==> src/rtl/freq_code_detector_pkg.sv <==
// Shared divider/detector constants: counter width, code shift, period limits and load formula.
package freq_code_detector_pkg;

  localparam int unsigned M        = 9;
  localparam int unsigned K        = 5;
  localparam int unsigned CW       = 3;
  localparam int unsigned PW       = M + 1;
  localparam int unsigned SW       = M + 2;
  localparam int unsigned P_BASE   = 1 << M;
  localparam int unsigned CODE_MAX = (1 << CW) - 1;
  localparam int unsigned P_SPAN   = CODE_MAX << K;
  localparam int unsigned HALF     = 1 << (K - 1);
  localparam int unsigned P_MIN    = P_BASE - P_SPAN;
  localparam int unsigned P_MAX    = P_BASE;

  typedef struct packed {
    logic          valid;
    logic [CW-1:0] code;
  } decode_t;

  function automatic int unsigned p_min(input int unsigned tol);
    return P_BASE - P_SPAN - tol;
  endfunction

  function automatic int unsigned p_max(input int unsigned tol);
    return P_BASE + tol;
  endfunction

  // Divider reload value {0, code, K zeros}; kept here so both blocks share one formula.
  function automatic logic [M-1:0] div_load(input logic [CW-1:0] c);
    return M'({c, {K{1'b0}}});
  endfunction

endpackage

==> src/rtl/freq_code_detector_if.sv <==
// Pulse input and decoded-result outputs of the frequency code detector.
interface freq_code_detector_if;
  import freq_code_detector_pkg::*;

  logic          pulse_in;
  logic [CW-1:0] code;
  logic          code_vld;
  logic [PW-1:0] period;
  logic          err;
  logic          locked;

  modport master (output pulse_in, input code, code_vld, period, err, locked);
  modport slave  (input pulse_in, output code, code_vld, period, err, locked);

endinterface

==> src/rtl/freq_code_detector_period_to_code.sv <==
// Combinational period -> code decoder with range and residual checks.
module freq_code_detector_period_to_code
  import freq_code_detector_pkg::*;
#(
  parameter int unsigned TOL = 0
) (
  input  logic [PW-1:0] p,
  output decode_t       dec
);

  logic signed [SW-1:0] d;
  logic signed [SW-1:0] cs;
  logic signed [SW-1:0] resid;
  logic                 in_range;
  logic                 res_ok;
  logic                 code_ok;

  // Round-to-nearest code, then require the residual to sit within tolerance.
  always_comb begin
    d        = $signed(SW'(P_BASE)) - $signed(SW'(p));
    cs       = (d + $signed(SW'(HALF))) >>> K;
    resid    = d - (cs <<< K);
    in_range = (p >= PW'(p_min(TOL))) && (p <= PW'(p_max(TOL)));
    res_ok   = (resid <= $signed(SW'(TOL))) && (resid >= -$signed(SW'(TOL)));
    code_ok  = !cs[SW-1] && (cs <= $signed(SW'(CODE_MAX)));
    dec.valid = in_range && res_ok && code_ok;
    dec.code  = cs[CW-1:0];
  end

endmodule

==> src/rtl/freq_code_detector.sv <==
// Measures the rising-edge period of a divider pulse train and decodes it back into its code.
module freq_code_detector
  import freq_code_detector_pkg::*;
#(
  parameter int unsigned TOL    = 0,
  parameter int unsigned LOCK_N = 4
) (
  input logic                 clk,
  input logic                 rst,
  freq_code_detector_if.slave bus
);

  localparam int unsigned   MW   = 4;
  localparam logic [0:0]    IDLE = 1'b0;
  localparam logic [0:0]    MEAS = 1'b1;
  localparam logic [PW-1:0] TMO  = PW'(p_max(TOL) + 1);

  logic [0:0]    state_q, state_d;
  logic          pulse_prev;
  logic [PW-1:0] pcnt_q, pcnt_d;
  logic [CW-1:0] code_q, code_d;
  logic          vld_q, vld_d;
  logic [PW-1:0] period_q, period_d;
  logic          err_q, err_d;
  logic          locked_q, locked_d;
  logic [MW-1:0] match_q, match_d;
  logic          rise;
  decode_t       dec;

  freq_code_detector_period_to_code #(.TOL(TOL)) u_dec (
    .p   (pcnt_q),
    .dec (dec)
  );

  assign rise = bus.pulse_in & ~pulse_prev;

  always_comb begin
    state_d  = state_q;
    pcnt_d   = pcnt_q;
    code_d   = code_q;
    vld_d    = 1'b0;
    period_d = period_q;
    err_d    = 1'b0;
    match_d  = match_q;
    case (state_q)
      IDLE: begin
        if (rise) begin
          pcnt_d  = PW'(1);
          state_d = MEAS;
        end
      end
      MEAS: begin
        // An edge always closes a measurement, even on the timeout cycle.
        if (rise) begin
          period_d = pcnt_q;
          pcnt_d   = PW'(1);
          if (dec.valid) begin
            code_d = dec.code;
            vld_d  = 1'b1;
            if ((match_q != '0) && (dec.code == code_q))
              match_d = (match_q >= MW'(LOCK_N)) ? match_q : match_q + MW'(1);
            else
              match_d = MW'(1);
          end else begin
            err_d   = 1'b1;
            match_d = '0;
          end
        end else if (pcnt_q == TMO) begin
          err_d   = 1'b1;
          match_d = '0;
          pcnt_d  = '0;
          state_d = IDLE;
        end else begin
          pcnt_d = pcnt_q + PW'(1);
        end
      end
      default: state_d = IDLE;
    endcase
    locked_d = (match_d >= MW'(LOCK_N));
  end

  always_ff @(posedge clk) begin
    if (!rst) begin
      state_q    <= IDLE;
      pulse_prev <= 1'b0;
      pcnt_q     <= '0;
      code_q     <= '0;
      vld_q      <= 1'b0;
      period_q   <= '0;
      err_q      <= 1'b0;
      locked_q   <= 1'b0;
      match_q    <= '0;
    end else begin
      state_q    <= state_d;
      pulse_prev <= bus.pulse_in;
      pcnt_q     <= pcnt_d;
      code_q     <= code_d;
      vld_q      <= vld_d;
      period_q   <= period_d;
      err_q      <= err_d;
      locked_q   <= locked_d;
      match_q    <= match_d;
    end
  end

  assign bus.code     = code_q;
  assign bus.code_vld = vld_q;
  assign bus.period   = period_q;
  assign bus.err      = err_q;
  assign bus.locked   = locked_q;

endmodule

==> src/flat_wrapper.sv <==
// flat-port wrapper written by rule: the top's interface ports become plain ports
module freq_code_detector_flat import freq_code_detector_pkg::*;
#(
  parameter int unsigned TOL    = 0,
  parameter int unsigned LOCK_N = 4
)
  (clk, rst, bus_pulse_in, bus_code, bus_code_vld, bus_period, bus_err, bus_locked);
  freq_code_detector_if bus_i ();
  input logic clk;
  input logic rst;
  input wire logic [$bits(bus_i.pulse_in)-1:0] bus_pulse_in;
  output wire logic [$bits(bus_i.code)-1:0] bus_code;
  output wire logic [$bits(bus_i.code_vld)-1:0] bus_code_vld;
  output wire logic [$bits(bus_i.period)-1:0] bus_period;
  output wire logic [$bits(bus_i.err)-1:0] bus_err;
  output wire logic [$bits(bus_i.locked)-1:0] bus_locked;
  assign bus_i.pulse_in = bus_pulse_in;
  assign bus_code = bus_i.code;
  assign bus_code_vld = bus_i.code_vld;
  assign bus_period = bus_i.period;
  assign bus_err = bus_i.err;
  assign bus_locked = bus_i.locked;
  freq_code_detector #(.TOL(TOL), .LOCK_N(LOCK_N)) u_core (.clk(clk), .rst(rst), .bus(bus_i));
endmodule
==> config.mk <==
export PLATFORM = sky130hd
export DESIGN_NAME = freq_code_detector_flat
export DESIGN_NICKNAME = d
export VERILOG_FILES = /design/src/rtl/freq_code_detector_pkg.sv /design/src/rtl/freq_code_detector_if.sv /design/src/rtl/freq_code_detector_period_to_code.sv /design/src/rtl/freq_code_detector.sv /design/src/flat_wrapper.sv
export SDC_FILE = /design/constraint.sdc
export NUM_CORES = 1
export LEC_CHECK = 0
export CAP_MARGIN = 20
export CORE_MARGIN = 2
export CORE_UTILIZATION = 50
export CTS_BUF_LIST = sky130_fd_sc_hd__clkbuf_16
export DETAILED_ROUTE_END_ITERATION = 7
export HOLD_SLACK_MARGIN = 0.1
export PLACE_DENSITY = 0.8
export SETUP_SLACK_MARGIN = 0.4
export SYNTH_ARGS = -nofsm -noshare
export SYNTH_HDL_FRONTEND = slang
export SYNTH_SLANG_ARGS = --single-unit
==> constraint.sdc <==
create_clock -name clk -period 5.07 [get_ports clk]
set_input_delay 1.014 -clock clk [delete_from_list [all_inputs] [get_ports clk]]
set_output_delay 1.014 -clock clk [all_outputs]
set_load 0.05 [all_outputs]
**Word-level counts from Yosys, hierarchy flattened**

Cells that the tools add are included.

- Add/subtract/negate cells: 5
- Magnitude comparators: 7
- Equal/unequal tests: 3
- Muxes and demuxes: 18
- Bitwise operators: 3
- Reductions and logical operators: 12

Operators by type and width:

| cell | count |
|---|---|
| $mux 10 | 3 |
| $mux 4 | 6 |
| $pmux 10 s2 | 1 |
| $add 11x6->11 const B | 1 |
| $ge 11x1->1 const B | 1 |
| $le 11x1->1 const B | 1 |
| $sub 10x10->11 const A | 1 |
| $sub 11x11->11 | 1 |
| $add 10x1->10 const B | 1 |
| $eq 10x10->1 const B | 1 |
| $ge 10x9->1 const B | 1 |
| $le 10x10->1 const B | 1 |
| $ge 4x3->1 const B | 2 |
| $mux 1 | 7 |
| $le 6x4->1 const B | 1 |
| $logic_and 1x1->1 | 6 |
| $reduce_and 3->1 | 2 |
| $add 4x1->4 const B | 1 |
| $reduce_and 2->1 | 2 |
| $reduce_bool 4->1 | 1 |
| $eq 3x3->1 | 1 |
| $ne 2x1->1 const B | 1 |
| $not 1->1 | 2 |
| $pmux 1 s2 | 1 |
| other kinds (2) | 2 |

- Register bits: 32
- Input bits: 3
- Output and inout port bits: 16
- Word-level logic and storage cells: 57

**Depth between registers and ports, before layout**

Gate-level depths: netlist of the first run.

- Depth after elaboration: 11
- Depth in mapped cells: 18
- Gate-level depth less buffers: 17

**By module**

Synthesis of the first run repeated with hierarchy kept, for this count alone.

- Cell total of the unflattened synthesis: 226
- Area, all modules: 1,964.4 µm²

By module, submodules not included:

| module | instances | cells each | area each (µm²) | seq. area each (µm²) |
|---|---|---|---|---|
| freq_code_detector | 1 | 169 | 1,465.2 | 640.6 |
| freq_code_detector_period_to_code | 1 | 57 | 499.2 | 0.0 |

**Worst setup path after synthesis of the first run**

Ideal clock, no wire load.

- Path type: flip-flop to flip-flop
- Start: reg u_core.pcnt_q[0]
- End: reg with a tool-made name
- Setup time: 0.093 ns
- Arrival: 3.672 ns
- Data required time: 4.977 ns
- Slack: 1.304 ns
- Cell stages (with the launch flop): 18
- Buffers on the path: 1
- Period minus slack after synthesis: 3.766 ns
- Cell sequence: dfxtp_1 -> or4_4 -> nor2_1 -> xnor2_1 -> ha_1 -> nand2b_1 -> a21oi_1 -> or2_1 -> and2_1 -> ha_1 -> nor2_1 -> nand3_1 -> or4_1 -> a2111oi_2 -> o211a_1 -> buf_6 -> nand2_4 -> o311ai_2

RTL lines:

| what | line | RTL |
|---|---|---|
| start: declaration | freq_code_detector.sv:20 | `logic [PW-1:0] pcnt_q, pcnt_d;` |
| start signal: assignment | freq_code_detector.sv:96 | `pcnt_q <= pcnt_d;` |

**Worst setup path in the final report of the first run**

- Start: reg u_core.pcnt_q[0]
- End: reg u_core.vld_q (netlist: u_core.bus.code_vld)

- Word-level cells in the longest chain between the ends: 8
- Elaborated cells between the ends (all ways): 15
- Those cells by class: add/sub (3); order compare (5); mux (1); reduce/logical (6)

RTL lines:

| what | line | RTL |
|---|---|---|
| $sub 10x10->11 | freq_code_detector_period_to_code.sv:20 | `d = $signed(SW'(P_BASE)) - $signed(SW'(p));` |
| $add 11x6->11 | freq_code_detector_period_to_code.sv:21 | `cs = (d + $signed(SW'(HALF))) >>> K;` |
| $sub 11x11->11 | freq_code_detector_period_to_code.sv:22 | `resid = d - (cs <<< K);` |
| $le 11x1->1 / $ge 11x1->1 (equally long branches) | freq_code_detector_period_to_code.sv:24 | `res_ok = (resid <= $signed(SW'(TOL))) && (resid >= -$signed(SW'(TOL)));` |
| $logic_and 1x1->1 | freq_code_detector_period_to_code.sv:24 |  |
| $logic_and 1x1->1 | freq_code_detector_period_to_code.sv:26 | `dec.valid = in_range && res_ok && code_ok;` |
| $logic_and 1x1->1 * | freq_code_detector_period_to_code.sv:26 |  |
| $mux 1 * | freq_code_detector.sv:57 | `if (dec.valid) begin` |
| end signal: assignment | freq_code_detector.sv:98 | `vld_q <= vld_d;` |
| end: declaration | freq_code_detector.sv:22 | `logic vld_q, vld_d;` |

Every way passes the cells marked *; elsewhere a longest branch is shown, timed or not.
A chain may end at the register's enable or synchronous reset.

==> flow_summary.yaml, run 1 <==
power:
  power_frac_clock_pct: 48.1
  p_sw_share_pct: 25.3
  leakagePower_nw: 0.961
  power_density_nw_per_um2: 290
  pwr-share-seq_pct: 37.1
  p_int_mw: 0.526
  power.net_switching_mw: 0.178
  ir_drop_mv: 0.242
  p_comb_share_pct: 14.7
logic_synthesis:
  yosysMostFrequentCell: "dfxtp_1"
  yosysSeqAreaShare_pct: 30.9
  synthXorXnorAreaFrac_pct: 4.89
  netlist_top_cells_count: "dfxtp_1, nor2_1, a21oi_1"
  synthTopCellsByArea: "dfxtp_1, ha_1, a21oi_1"
  synth_mux_area_share_pct: 0
  syn_area_per_cell_um2: 7.92
  synthArstFlopShare_pct: 0
  syn_nets: 276
  syn-instance-count: 262
  synth_edf_count: 0
  yosys.area_share.adder_pct: 6.63
  synthFlopType: "dfxtp_1"
  ys_ff_latch: 32
  synth_compound_area_share_pct: 20.4
  ys_types: 55
  yosysTopAreaCell: "dfxtp_1"
  netlist_area_um2: 2070
  synth_top_family_by_area: "simple AND/OR/NAND/NOR gates"
  synth-simple-area-share_pct: 31.1
  synth_warnings: 0
  synthDominantCellAreaShare_pct: 30.9
critical_path:
  cp-start-kind: "flop"
  worstPathArrival_ps: 4500
  critPathMostFrequentCell: "ha_1"
  crit_path_top_delay_cell: "dfxtp_1"
  crit_path_end_kind: "flop"
  critPathKind: "reg -> reg"
  path_cells: "inv_1 > ha_1 > nor3b_4 > xnor2_1 > ha_1 > nand2b_1 > a21oi_1 > or2_1 > and2_1 > ha_1 > nor2_1 > nand3_1 > or4_1 > a2111oi_2 > o211a_1 > and2_1 > and3_1"
  crit_fanout: 11
  cp_slowest_stage_delay_ps: 500
  cpLargestDelayFamily: "simple AND/OR/NAND/NOR gates"
  worstPathRequired_ps: 5290
  cp.buffers_inverters: 1
global_routing:
  grt_pass1_wl_mm: 8.09
  busiest_layer: "met2"
  use_met2_pct: 38.0
  grt.met1_usage_pct: 31.2
  grt-ovfl-total: 0
  grt_pass1_vias: 1713
  grt_max_degree: 26
  globalRouteMet3Util_pct: 4.93
  antenna_found_initial: 0
  grt_usage_pct: 23.2
clocking:
  cts-buffers-inserted: 5
  htreeDepth: 2
  post_cts_resized: 0
  clk_pin_slew_ps: 50
  cts_buffer_depth: 2
  clk_latency_ps: 280
  cts_tree: "built"
  cts_sinks: 32
  cts_hold_buf: 0
  root_buffer: "clkbuf_16"
  post-cts-setup-buffers: 0
place:
  port_buffers: 18
  place_congestion: 0.917
  dp_hpwl_mm: 3.43
sta:
  rsz0062_at_grt: "no"
  finalHoldViolations: 0
  layout_min_cycle_time_ps: 4290
  slew_violations: 0
  worst_pin_slew_ps: 804
  fin_worst_skew_ps: 3.80
  setup_tns_ps: 0
  worst_slew_margin_rel_pct: 46.3
  fin_crit_sh_pct: 84.6
  setup_viol_count_final: 0
  max_freq_mhz: 233
floorplanning:
  die-area_um2: 4680
  die_w_um: 68.4
  num_rows: 23
  die_h_um: 68.4
  start_util_pct: 51.9
  pin_count: 19
  core_um2: 4000
drt:
  dr.first_iter.drc_count: 214
  viasPerCell: 6.10
  drc: 0
  wirelength_mm: 5.00
  post_drt_wl_per_cell_um: 15.4
  drtAntennaViolNets: 0
  num_vias: 1982
  dr.pass1.iters: 4
layout:
  post-route-util_pct: 60.7
  drive_gt1_share_pct: 8.73
  areaGrowthSynthToFinish_pct: 16.9
  final_nets: 288
  diodes: 0
job:
  drv_cap: 0
min_path:
  hold_class: "reg -> reg"
run_status:
  status: "finished clean"
-- logic make-up after synthesis --
group                    count (synthesis)
AND/OR/NAND/NOR                        118
AO/OA/AOI/OAI                           63
flip-flops                              32
buffers and inverters                   28
adder cells (fa/ha/maj)                 11
XOR/XNOR                                10
-- routing by layer --
metal / share of wire [%] / up-vias / routed length [um]
met1: 46 / 956 / 2280
met4: 0.82 / 0 / 41
met3: 5.4 / 6 / 269
met2: 48 / 63 / 2410
met5: 0 / - / 0
li1: - / 957 / -
-- state kept, by name (all words and copies together) (netlist names), named ones only --
register	cells
u_core.match_q	2
u_core.pcnt_q	10
u_core.pulse_prev	1
u_core.bus.locked	1
u_core.bus.period	10
u_core.state_q	1
u_core.bus.code_vld	1
u_core.bus.code	3
u_core.bus.err	1
-- power groups by stage --
stage,clock network (mW),registers [mW],logic [mW]
2_1_floorplan,0,0.264,0.0822
3_3_place_gp,0,0.266,0.0995
3_5_place_dp,0,0.266,0.101
4_1_cts,0.340,0.261,0.102
5_1_grt,0.350,0.262,0.115
6_report,0.339,0.261,0.104
-- metrics by stage --
stage / setup WS (ps) / hold slack, ps / cell area, um^2 / total power, mW / instances
global route: 456 / 485 / 2430 / 0.727 / 325
floorplan: 1300 / 452 / 2070 / 0.346 / 262
finish: 783 / 458 / 2430 / 0.704 / 325
global placement: 1020 / 445 / 2260 / 0.366 / 317
CTS: 813 / 460 / 2430 / 0.703 / 325
detailed placement: 839 / 450 / 2260 / 0.367 / 317
-- cell usage in the layout, fill, tap and decap left out, types with 2 or more instances in the layout --
cell / n
nand3b_1: 3
or3_1: 2
or4_4: 2
dfxtp_1: 32
nand3_1: 16
or2_2: 3
a2bb2oi_1: 2
nor3_1: 6
a41oi_1: 2
nand2_4: 2
nand4_1: 4
nor4_1: 3
and3_1: 7
inv_1: 12
xnor2_1: 5
nor2b_1: 5
clkdlybuf4s50_1: 18
nor2_1: 25
and2_1: 6
nand2_1: 22
clkbuf_16: 5
a31o_1: 3
xor2_1: 4
o31ai_1: 2
o21ai_0: 13
a21oi_1: 24
nand2b_1: 3
nor3b_1: 2
buf_4: 3
ha_1: 11
or4_1: 2
-- worst paths after layout --
| path | from | to | slack, ps | cells past startpoint |
|---|---|---|---|---|
| min | u_core.bus.period[5] | u_core.bus.period[5] | 460 | 2 |
| max | u_core.pcnt_q[0] | u_core.bus.code_vld | 780 | 17 |
| min reg2reg | u_core.bus.period[5] | u_core.bus.period[5] | 460 | 2 |
| max reg2reg | u_core.pcnt_q[0] | u_core.bus.code_vld | 780 | 17 |
-- worst register-to-register path, stage by stage (launching register included) --
cell and delay [ps]:
dfxtp_1 500, inv_1 90, ha_1 280, nor3b_4 200, xnor2_1 310, ha_1 290
nand2b_1 90, a21oi_1 300, or2_1 190, and2_1 130, ha_1 220, nor2_1 100
nand3_1 70, or4_1 430, a2111oi_2 220, o211a_1 420, and2_1 230, and3_1 160
-- cell type report --
class | instances | area (um^2)
Clock inverter | 3 | 42.5
Timing Repair Buffer | 21 | 203
Inverter | 12 | 45.0
Multi-Input combinational cell | 202 | 1310
Tap cell | 50 | 62.6
Clock buffer | 5 | 125
Sequential cell | 32 | 641
Fill cell | 346 | 1570
No activity file was read; power rests on OpenSTA's default activity.
==> inputs of run 2 (changes only) <==
- PLACE_DENSITY: 0.8 -> 0.83
- clock period: 5.07 -> 3.8 ns (I/O delays scaled with it)
==> run 2 against run 1 <==
Net effect: clock skew about the same; first-iteration DRC count is 6.1% higher; die area unchanged; core utilization rose by 9.6 points; total power up 42%; setup slack lost 770 ps; sequential cell count stayed put; global-route usage rose by 5.3 points; sequential power grew 31%; critical path depth is 2 lower.
==> flow_summary.yaml, run 2 (same netlist as run 1, synthesis figures left out) <==
run_status:
  status: "finished clean"
sta:
  fin_crit_sh_pct: 99.8
  setup_viol_count_final: 0
  layout_min_cycle_time_ps: 3790
  max_freq_mhz: 264
  layout_setup_ws_ps: 9.11
  setup_tns_ps: 0
  rsz0062_at_grt: "yes"
  finalHoldViolations: 0
  fin_worst_skew_ps: 4.08
  worst_slew_margin_rel_pct: 48.7
  worst_pin_slew_ps: 761
  slew_violations: 0
layout:
  areaGrowthSynthToFinish_pct: 35.5
  final-seq-area_um2: 644
  final_cell_mix: "buf_4, dfxtp_1, nor2_1, nand2_1, a21oi_1"
  nFillCells: 297
  multi_input_area_um2: 1420
  drive_gt1_share_pct: 24.3
  mostFrequentLayoutCell: "buf_4"
  stdcell_count: 359
  diodes: 0
  final_nets: 322
global_routing:
  grt_pass1_vias: 2086
  grt_usage_pct: 28.6
  grt_pass1_wl_mm: 9.96
  antenna_found_initial: 0
  grt-ovfl-total: 0
  grt_max_degree: 25
floorplanning:
  die-area_um2: 4680
  pin_count: 19
  start_util_pct: 51.9
  die_h_um: 68.4
  core_um2: 4000
  die_w_um: 68.4
  num_rows: 23
place:
  port_buffers: 18
  dp_cells: 330
  place_congestion: 0.841
  dp_hpwl_mm: 3.90
  dp_slack_ps: -76.2
clocking:
  clk_pin_slew_ps: 50
  root_buffer: "clkbuf_16"
  clk_latency_ps: 280
  cts_hold_buf: 0
  cts_buffer_depth: 2
  htreeDepth: 2
  cts_tree: "built"
  cts_sinks: 32
  cts-buffers-inserted: 5
critical_path:
  cp-start-kind: "flop"
  worstPathArrival_ps: 3920
  critPathKind: "reg -> reg"
  crit_path_end_kind: "flop"
  crit_fanout: 5
  worstPathRequired_ps: 3930
drt:
  post_drt_wl_per_cell_um: 17.5
  drtAntennaViolNets: 0
  dr.first_iter.drc_count: 227
  dr.pass1.iters: 5
  num_vias: 2191
  drc: 0
  wirelength_mm: 6.29
  viasPerCell: 6.10
power:
  ir_drop_mv: 0.236
  power_density_nw_per_um2: 356
  leakagePower_nw: 1.16
  finalPower_mw: 1.00
job:
  drv_cap: 0
min_path:
  hold_class: "reg -> reg"
==> run 2: changes by cell type in the layout (fill, tap and decap cells not counted), sizes merged <==
cell	previous run	this run
clkinvlp	1	0
o211a	1	2
buf	3	36
clkinv	1	2
==> run 2: metal layers <==
metal / routed length (um) / vias up / track usage (%)
met3: 374 / 26 / 6.74
met2: 3020 / 93 / 48.0
met1: 2720 / 1046 / 34.1
met4: 171 / 0 / 13.3
li1: - / 1026 / -
met5: 0 / - / 0
==> run 2: final timing paths <==
kind | from | endpoint | slack, ps | cells after the start
worst min register to register | u_core.bus.period[4] | u_core.bus.period[4] | 460 | 2
worst max-delay path | u_core.pcnt_q[1] | u_core.bus.code[2] | 9 | 15
worst max register to register | u_core.pcnt_q[1] | u_core.bus.code[2] | 9 | 15
worst min-delay path | u_core.bus.period[4] | u_core.bus.period[4] | 460 | 2
==> run 2: report_power, final <==
group / leakage (nW) / internal, mW / switching, mW / total [mW]
registers: 0.260 / 0.340 / 0.00274 / 0.343
logic: 0.818 / 0.0916 / 0.121 / 0.212
clock network: 0.0789 / 0.304 / 0.142 / 0.446
==> run 2: layout make-up <==
type / instances / share of cell area [%]
clock buffer: 5 / 4.45
clock inverter: 3 / 1.34
inverter: 12 / 1.60
multi-input combinational: 203 / 50.6
sequential: 32 / 22.9
tap: 50 / 2.23
timing repair buffer: 54 / 16.8
==> run 2: critical path: stages, from the launching register on <==
cell	delay (ps)
dfxtp_2	330
or4_4	530
nor2_4	130
xnor2_2	160
ha_2	290
and4_4	230
or2_1	130
and2_4	150
ha_4	190
nor2_2	90
nand3_1	120
or4_4	470
a2111oi_4	270
o211a_1	320
a31o_1	170
a21oi_1	60
==> run 2: metrics by stage <==
step / utilization (%) / hold WS, ps / area, um^2
finish: 70.3 / 456 / 2810
global route: 70.3 / 488 / 2810
CTS: 68.4 / 456 / 2740
detailed placement: 59.5 / 450 / 2380
global placement: 59.5 / 445 / 2380
floorplan: - / 457 / 2100
==> run 2: repair_timing <==
item,CTS,global route
setup endpoints to repair,10,10
cloned,1,0
buffers inserted,18,2
pin swaps,10,11
hold endpoints to repair,0,0
gates resized for setup,12,12
